===== config.mk =====
export PLATFORM = sky130hd
export DESIGN_NAME = cpu
export DESIGN_NICKNAME = d
export VERILOG_FILES = /design/src/rtl/cpu_pkg.sv /design/src/rtl/cpu_alu.sv /design/src/rtl/cpu.sv
export SDC_FILE = /design/constraint.sdc
export NUM_CORES = 2
export LEC_CHECK = 0
export BUFFER_PORTS_ARGS = -buffer_cell sky130_fd_sc_hd__buf_2
export CAP_MARGIN = 10
export CORE_ASPECT_RATIO = 0.9
export CORE_MARGIN = 5
export CORE_UTILIZATION = 29
export CTS_CLUSTER_DIAMETER = 40
export CTS_CLUSTER_SIZE = 40
export DETAILED_ROUTE_END_ITERATION = 16
export SETUP_SLACK_MARGIN = 0.02
export SLEW_MARGIN = 20
export SYNTH_ARGS = -nofsm -noshare
export SYNTH_HDL_FRONTEND = slang
export SYNTH_SLANG_ARGS = --single-unit

===== constraint.sdc =====
create_clock -name clk -period 18.1 [get_ports clk]
set_input_delay 2.715 -clock clk [delete_from_list [all_inputs] [get_ports clk]]
set_output_delay 2.715 -clock clk [all_outputs]
set_load 0.03 [all_outputs]

===== src/rtl/cpu_pkg.sv =====
// Shared encodings for the single-cycle RV32I integer core: opcodes, funct fields
// and the ALU operation set used between the decoder and the ALU.
package cpu_pkg;

    localparam logic [6:0] OP_R    = 7'b0110011;
    localparam logic [6:0] OP_I    = 7'b0010011;

    localparam logic [2:0] F3_ADD  = 3'b000;
    localparam logic [2:0] F3_SLL  = 3'b001;
    localparam logic [2:0] F3_SLT  = 3'b010;
    localparam logic [2:0] F3_SLTU = 3'b011;
    localparam logic [2:0] F3_XOR  = 3'b100;
    localparam logic [2:0] F3_SR   = 3'b101;
    localparam logic [2:0] F3_OR   = 3'b110;
    localparam logic [2:0] F3_AND  = 3'b111;

    localparam logic [6:0] F7_BASE = 7'b0000000;
    localparam logic [6:0] F7_ALT  = 7'b0100000;

    typedef enum logic [3:0] {
        ALU_ADD,
        ALU_SUB,
        ALU_SLL,
        ALU_SLT,
        ALU_SLTU,
        ALU_XOR,
        ALU_SRL,
        ALU_SRA,
        ALU_OR,
        ALU_AND
    } alu_op_e;

    // Operation selected by funct3 alone; SUB and SRA are layered on by the decoder.
    function automatic alu_op_e baseOp(input logic [2:0] funct3);
        case (funct3)
            F3_ADD:  return ALU_ADD;
            F3_SLL:  return ALU_SLL;
            F3_SLT:  return ALU_SLT;
            F3_SLTU: return ALU_SLTU;
            F3_XOR:  return ALU_XOR;
            F3_SR:   return ALU_SRL;
            F3_OR:   return ALU_OR;
            default: return ALU_AND;
        endcase
    endfunction

endpackage


===== src/rtl/cpu_alu.sv =====
// Purely combinational 32-bit integer ALU; shifts use only the low five bits of b.
module cpu_alu
    import cpu_pkg::*;
(
    input  logic [31:0] a,
    input  logic [31:0] b,
    input  alu_op_e     alu_op,
    output logic [31:0] result
);

    always_comb begin
        result = '0;
        case (alu_op)
            ALU_ADD:  result = a + b;
            ALU_SUB:  result = a - b;
            ALU_SLL:  result = a << b[4:0];
            ALU_SLT:  result = {31'b0, $signed(a) < $signed(b)};
            ALU_SLTU: result = {31'b0, a < b};
            ALU_XOR:  result = a ^ b;
            ALU_SRL:  result = a >> b[4:0];
            ALU_SRA:  result = $unsigned($signed(a) >>> b[4:0]);
            ALU_OR:   result = a | b;
            ALU_AND:  result = a & b;
            default:  result = '0;
        endcase
    end

endmodule


===== src/rtl/cpu.sv =====
// Single-cycle RV32I integer-ALU core: decodes R/I-type ALU instructions, reads the
// register file, and writes the result plus a zero flag on each rising edge.
module cpu
    import cpu_pkg::*;
(
    input  logic        clk,
    input  logic        rst,
    input  logic [31:0] in,
    output logic        zero
);

    logic [31:0] regFile_q [32];
    logic        zero_q;
    logic        zero_d;

    logic [6:0]  opcode;
    logic [4:0]  rdIdx;
    logic [2:0]  funct3;
    logic [4:0]  rs1Idx;
    logic [4:0]  rs2Idx;
    logic [6:0]  funct7;
    logic [31:0] immVal;
    logic [31:0] rs1Val;
    logic [31:0] rs2Val;
    logic [31:0] opB;
    logic [31:0] aluResult;
    alu_op_e     aluOp;
    logic        execValid;

    assign opcode = in[6:0];
    assign rdIdx  = in[11:7];
    assign funct3 = in[14:12];
    assign rs1Idx = in[19:15];
    assign rs2Idx = in[24:20];
    assign funct7 = in[31:25];
    assign immVal = {{20{in[31]}}, in[31:20]};

    assign rs1Val = (rs1Idx == 5'd0) ? 32'd0 : regFile_q[rs1Idx];
    assign rs2Val = (rs2Idx == 5'd0) ? 32'd0 : regFile_q[rs2Idx];

    // Unknown opcodes and unsupported R-type funct7 values leave execValid low,
    // which suppresses both the register write and the zero-flag update.
    always_comb begin
        aluOp     = baseOp(funct3);
        opB       = rs2Val;
        execValid = 1'b0;
        case (opcode)
            OP_R: begin
                execValid = 1'b1;
                if (funct7 == F7_ALT && funct3 == F3_ADD) begin
                    aluOp = ALU_SUB;
                end else if (funct7 == F7_ALT && funct3 == F3_SR) begin
                    aluOp = ALU_SRA;
                end else if (funct7 != F7_BASE) begin
                    execValid = 1'b0;
                end
            end
            OP_I: begin
                execValid = 1'b1;
                opB       = immVal;
                if (funct3 == F3_SR && in[30]) begin
                    aluOp = ALU_SRA;
                end
            end
            default: execValid = 1'b0;
        endcase
    end

    cpu_alu u_alu (
        .a      (rs1Val),
        .b      (opB),
        .alu_op (aluOp),
        .result (aluResult)
    );

    assign zero_d = execValid ? (aluResult == 32'd0) : zero_q;

    always_ff @(posedge clk) begin
        if (rst) begin
            for (int i = 0; i < 32; i++) begin
                regFile_q[i] <= '0;
            end
            zero_q <= 1'b0;
        end else begin
            zero_q <= zero_d;
            if (execValid && rdIdx != 5'd0) begin
                regFile_q[rdIdx] <= aluResult;
            end
        end
    end

    assign zero = zero_q;

endmodule


==> out/metrics.cfg <==
[power_and_ir_drop]
total_power_w = 0.00701
swShare_pct = 32.9
power.density_mw_per_mm2 = 101
intPower_w = 0.00470
combPwrFrac_pct = 22.8
p_leak_nw = 23.7
p_switching_w = 0.00231
ir_drop_mv = 0.0783
p_seq_share_pct = 39.0
clkPwrFrac_pct = 38.3

[floorplan]
ios = 35
die_y_um = 447
floorplan.initialDensity_pct = 29.1
die-area_sq_mm = 0.222
row_count = 160
core_area_sq_mm = 0.211
dieWidth_um = 496

[yosys]
synth_flop_cell = edfxtp_1
synth.avg_cell_area_sq_um = 12.2
yosysWarnings = 0
async_flop_share_pct = 0
synth_area_sq_mm = 0.0616
synthDistinctLibCells = 103
synth-edff-count = 1024
ys_seq_elements = 1025
yosysSeqAreaShare_pct = 50.0
syn_inst = 5054

[final_layout]
fillers = 20700
final_layout_size_suffix_gt1_share_pct = 22.2
ff_latch_area_sq_mm = 0.0308
area_growth_syn_to_layout_pct = 13.3
nets = 5071
fin_util_pct = 33.0
fin_cells = 7892
multi_input_area_sq_mm = 0.0289

[sta]
period_minus_slack_ps = 11120
fin_skew_ps = 58.3
fin_crit_sh_pct = 61.4
rsz0062_at_grt = no
relSlewSlack_pct = 12.4
hold_ws_ps = 650
setup_viol = 0
setup_tns_ps = 0
tightest_slew_ps = 1300
max_freq_mhz = 90.0
slew_viol_final = 0
finalHoldViolCount = 0

[global_route]
grtUsageMet1_pct = 30.9
grt_start_max_net_pins = 102
track_usage_pct = 23.2
grt.busiest_layer = met2
use_met2_pct = 33.8
grt_pass1_vias = 47200
grt_use_met3_pct = 7.85
grt_first_pass_wirelength_um = 367000
grt_overflow_total = 0
antenna_found_initial = 15

[clock_tree]
cts_buffers = 130
cts_setup_buffers = 0
clock-root-buffer = clkbuf_16
cts_hold_buf = 0
cts_buffer_depth = 3
insertion_delay_ps = 790
cts_resized = 0
cts_tree = built
htreeDepth = 4
cts.sinks = 1025
clk_pin_slew_ps = 60

[hold_path]
worstHoldPathType = reg2reg

[drt]
drc_errors = 0
dr.pass1.iters = 8
viasPerCell = 6.24
dr_total_vias = 49300
wl_per_cell_um = 33.5
drt_wl_total_um = 265000
ant_nets = 0
first_iter_violations = 8494

[worst_setup_path]
path_class = in2reg
crit_path_start_kind = primary input
arrival_ps = 11790
critical_path_required_ps = 18780
path_max_fanout = 59
worstSetupEndpointType = register

[placed_design]
routabilityCongestion = 1.08
dp_cells = 7640
dp_hpwl_um = 167000
port_buffers = 34

[run_status]
status = finished clean

[job]
max-cap-violations = 0

[layout make-up]
| class | instances | area share (%) |
|---|---|---|
| Multi-Input combinational cell | 3459 | 41.4 |
| Sequential cell | 1025 | 44.1 |
| Clock buffer | 137 | 4.76 |
| Tap cell | 2835 | 5.09 |
| Timing Repair Buffer | 218 | 2.37 |
| Inverter | 103 | 0.558 |
| Clock inverter | 103 | 1.62 |
| Antenna cell | 12 | 0.0431 |
[cells in the mapped netlist (17+ instances only)]
cell,n,area [sq um]
o21a_1,21,158
a211oi_1,54,405
nor2b_1,25,156
mux2i_1,193,1930
buf_1,53,199
nand4_1,17,106
a31oi_1,47,294
o221ai_1,36,315
a22o_1,31,272
buf_6,19,214
clkbuf_1,333,1250
buf_2,72,360
ha_1,98,1230
mux2_2,23,259
edfxtp_1,1024,30700
nand3_1,79,395
o211ai_1,36,270
xnor2_1,17,149
inv_1,91,342
nand2_1,252,946
a21oi_1,136,681
nor2_1,1160,4350
a2111oi_0,20,175
and2_1,25,156
o22ai_1,65,407
nor3_1,65,325
nand2b_1,50,313
o21ai_0,105,526
a22oi_1,50,375
mux4_2,500,11300
buf_4,21,158
nor4_1,24,150
[cells by family after synthesis]
kind of cell / share of synthesized area, %
buffers and inverters: 4.17
adders and majority gates: 2.06
xor gates and xnor gates: 0.341
muxes: 21.9
AOI/OAI and AO/OA: 9.22
DFF: 50.0
other: 0.00609
and+or+nand+nor: 12.3
[power groups by stage]
stage / combinational [W] / clock (W) / sequential [W]
2_1_floorplan: 0.000938 / 0 / 0.00276
3_3_place_gp: 0.00152 / 0 / 0.00277
3_5_place_dp: 0.00152 / 0 / 0.00278
4_1_cts: 0.00153 / 0.00269 / 0.00273
5_1_grt: 0.00163 / 0.00280 / 0.00274
6_report: 0.00160 / 0.00268 / 0.00273
[critical path: stages]
cell and delay [ps]:
buf_8 410, buf_4 690, buf_4 720, mux4_2 420, mux4_2 540, a22oi_1 730
nand2_1 190, o21a_1 170, ha_1 370, nor2b_1 170, nor2_1 250, nand4_1 250
a31oi_1 550, o21ai_0 340, a2111oi_0 770, buf_4 250, o21ai_0 80, o211ai_1 150
mux2i_1 160, nor4_2 280, buf_4 440, and4_1 260, nand4_1 110, or4_1 540
o21ai_1 90
[per-layer routing]
layer,wire [um],part of all wire (%)
met1,96600,37
met2,112000,42
met3,40300,15
met4,15200,5.8
met5,10,0.0038
[state kept, by name, summed over array words and instances, names as in the netlist]
signal and count:
regFile_q 1024, zero 1
[layout by cell type, fill, tap and decap left out, types with 19 or more instances in the layout]
master	n
o22ai_1	65
clkbuf_16	132
nor4_1	19
buf_4	182
nand2b_2	22
nand3_1	79
mux2i_1	193
edfxtp_1	1024
o221ai_1	36
nor3_1	58
a22oi_1	50
conb_1	32
a22o_1	31
a31oi_1	43
and2_1	25
a211oi_1	46
nor2_1	1155
a21oi_1	135
nand2_1	223
ha_1	98
nand2b_1	19
mux4_2	500
o21ai_0	105
buf_2	27
o21a_1	21
clkinvlp_4	20
o211ai_1	36
inv_1	90
nor2b_1	22
mux2_2	23
nand2_2	29
[final timing paths]
check                   start    to  slack [ps]  cells after the start
max                    in[21]  zero        6980                     25
min                      zero  zero         650                      2
max reg2reg  regFile_q[31][1]  zero       10130                     24
min reg2reg              zero  zero         650                      2
[per-stage QoR]
stage	worst slack, ps	cell area, sq um
floorplan	8940	61700
detailed placement	6350	65200
finish	6980	69700
global placement	6350	65200
CTS	7090	69700
global route	6980	69700
(Power assumes the default switching activity.)
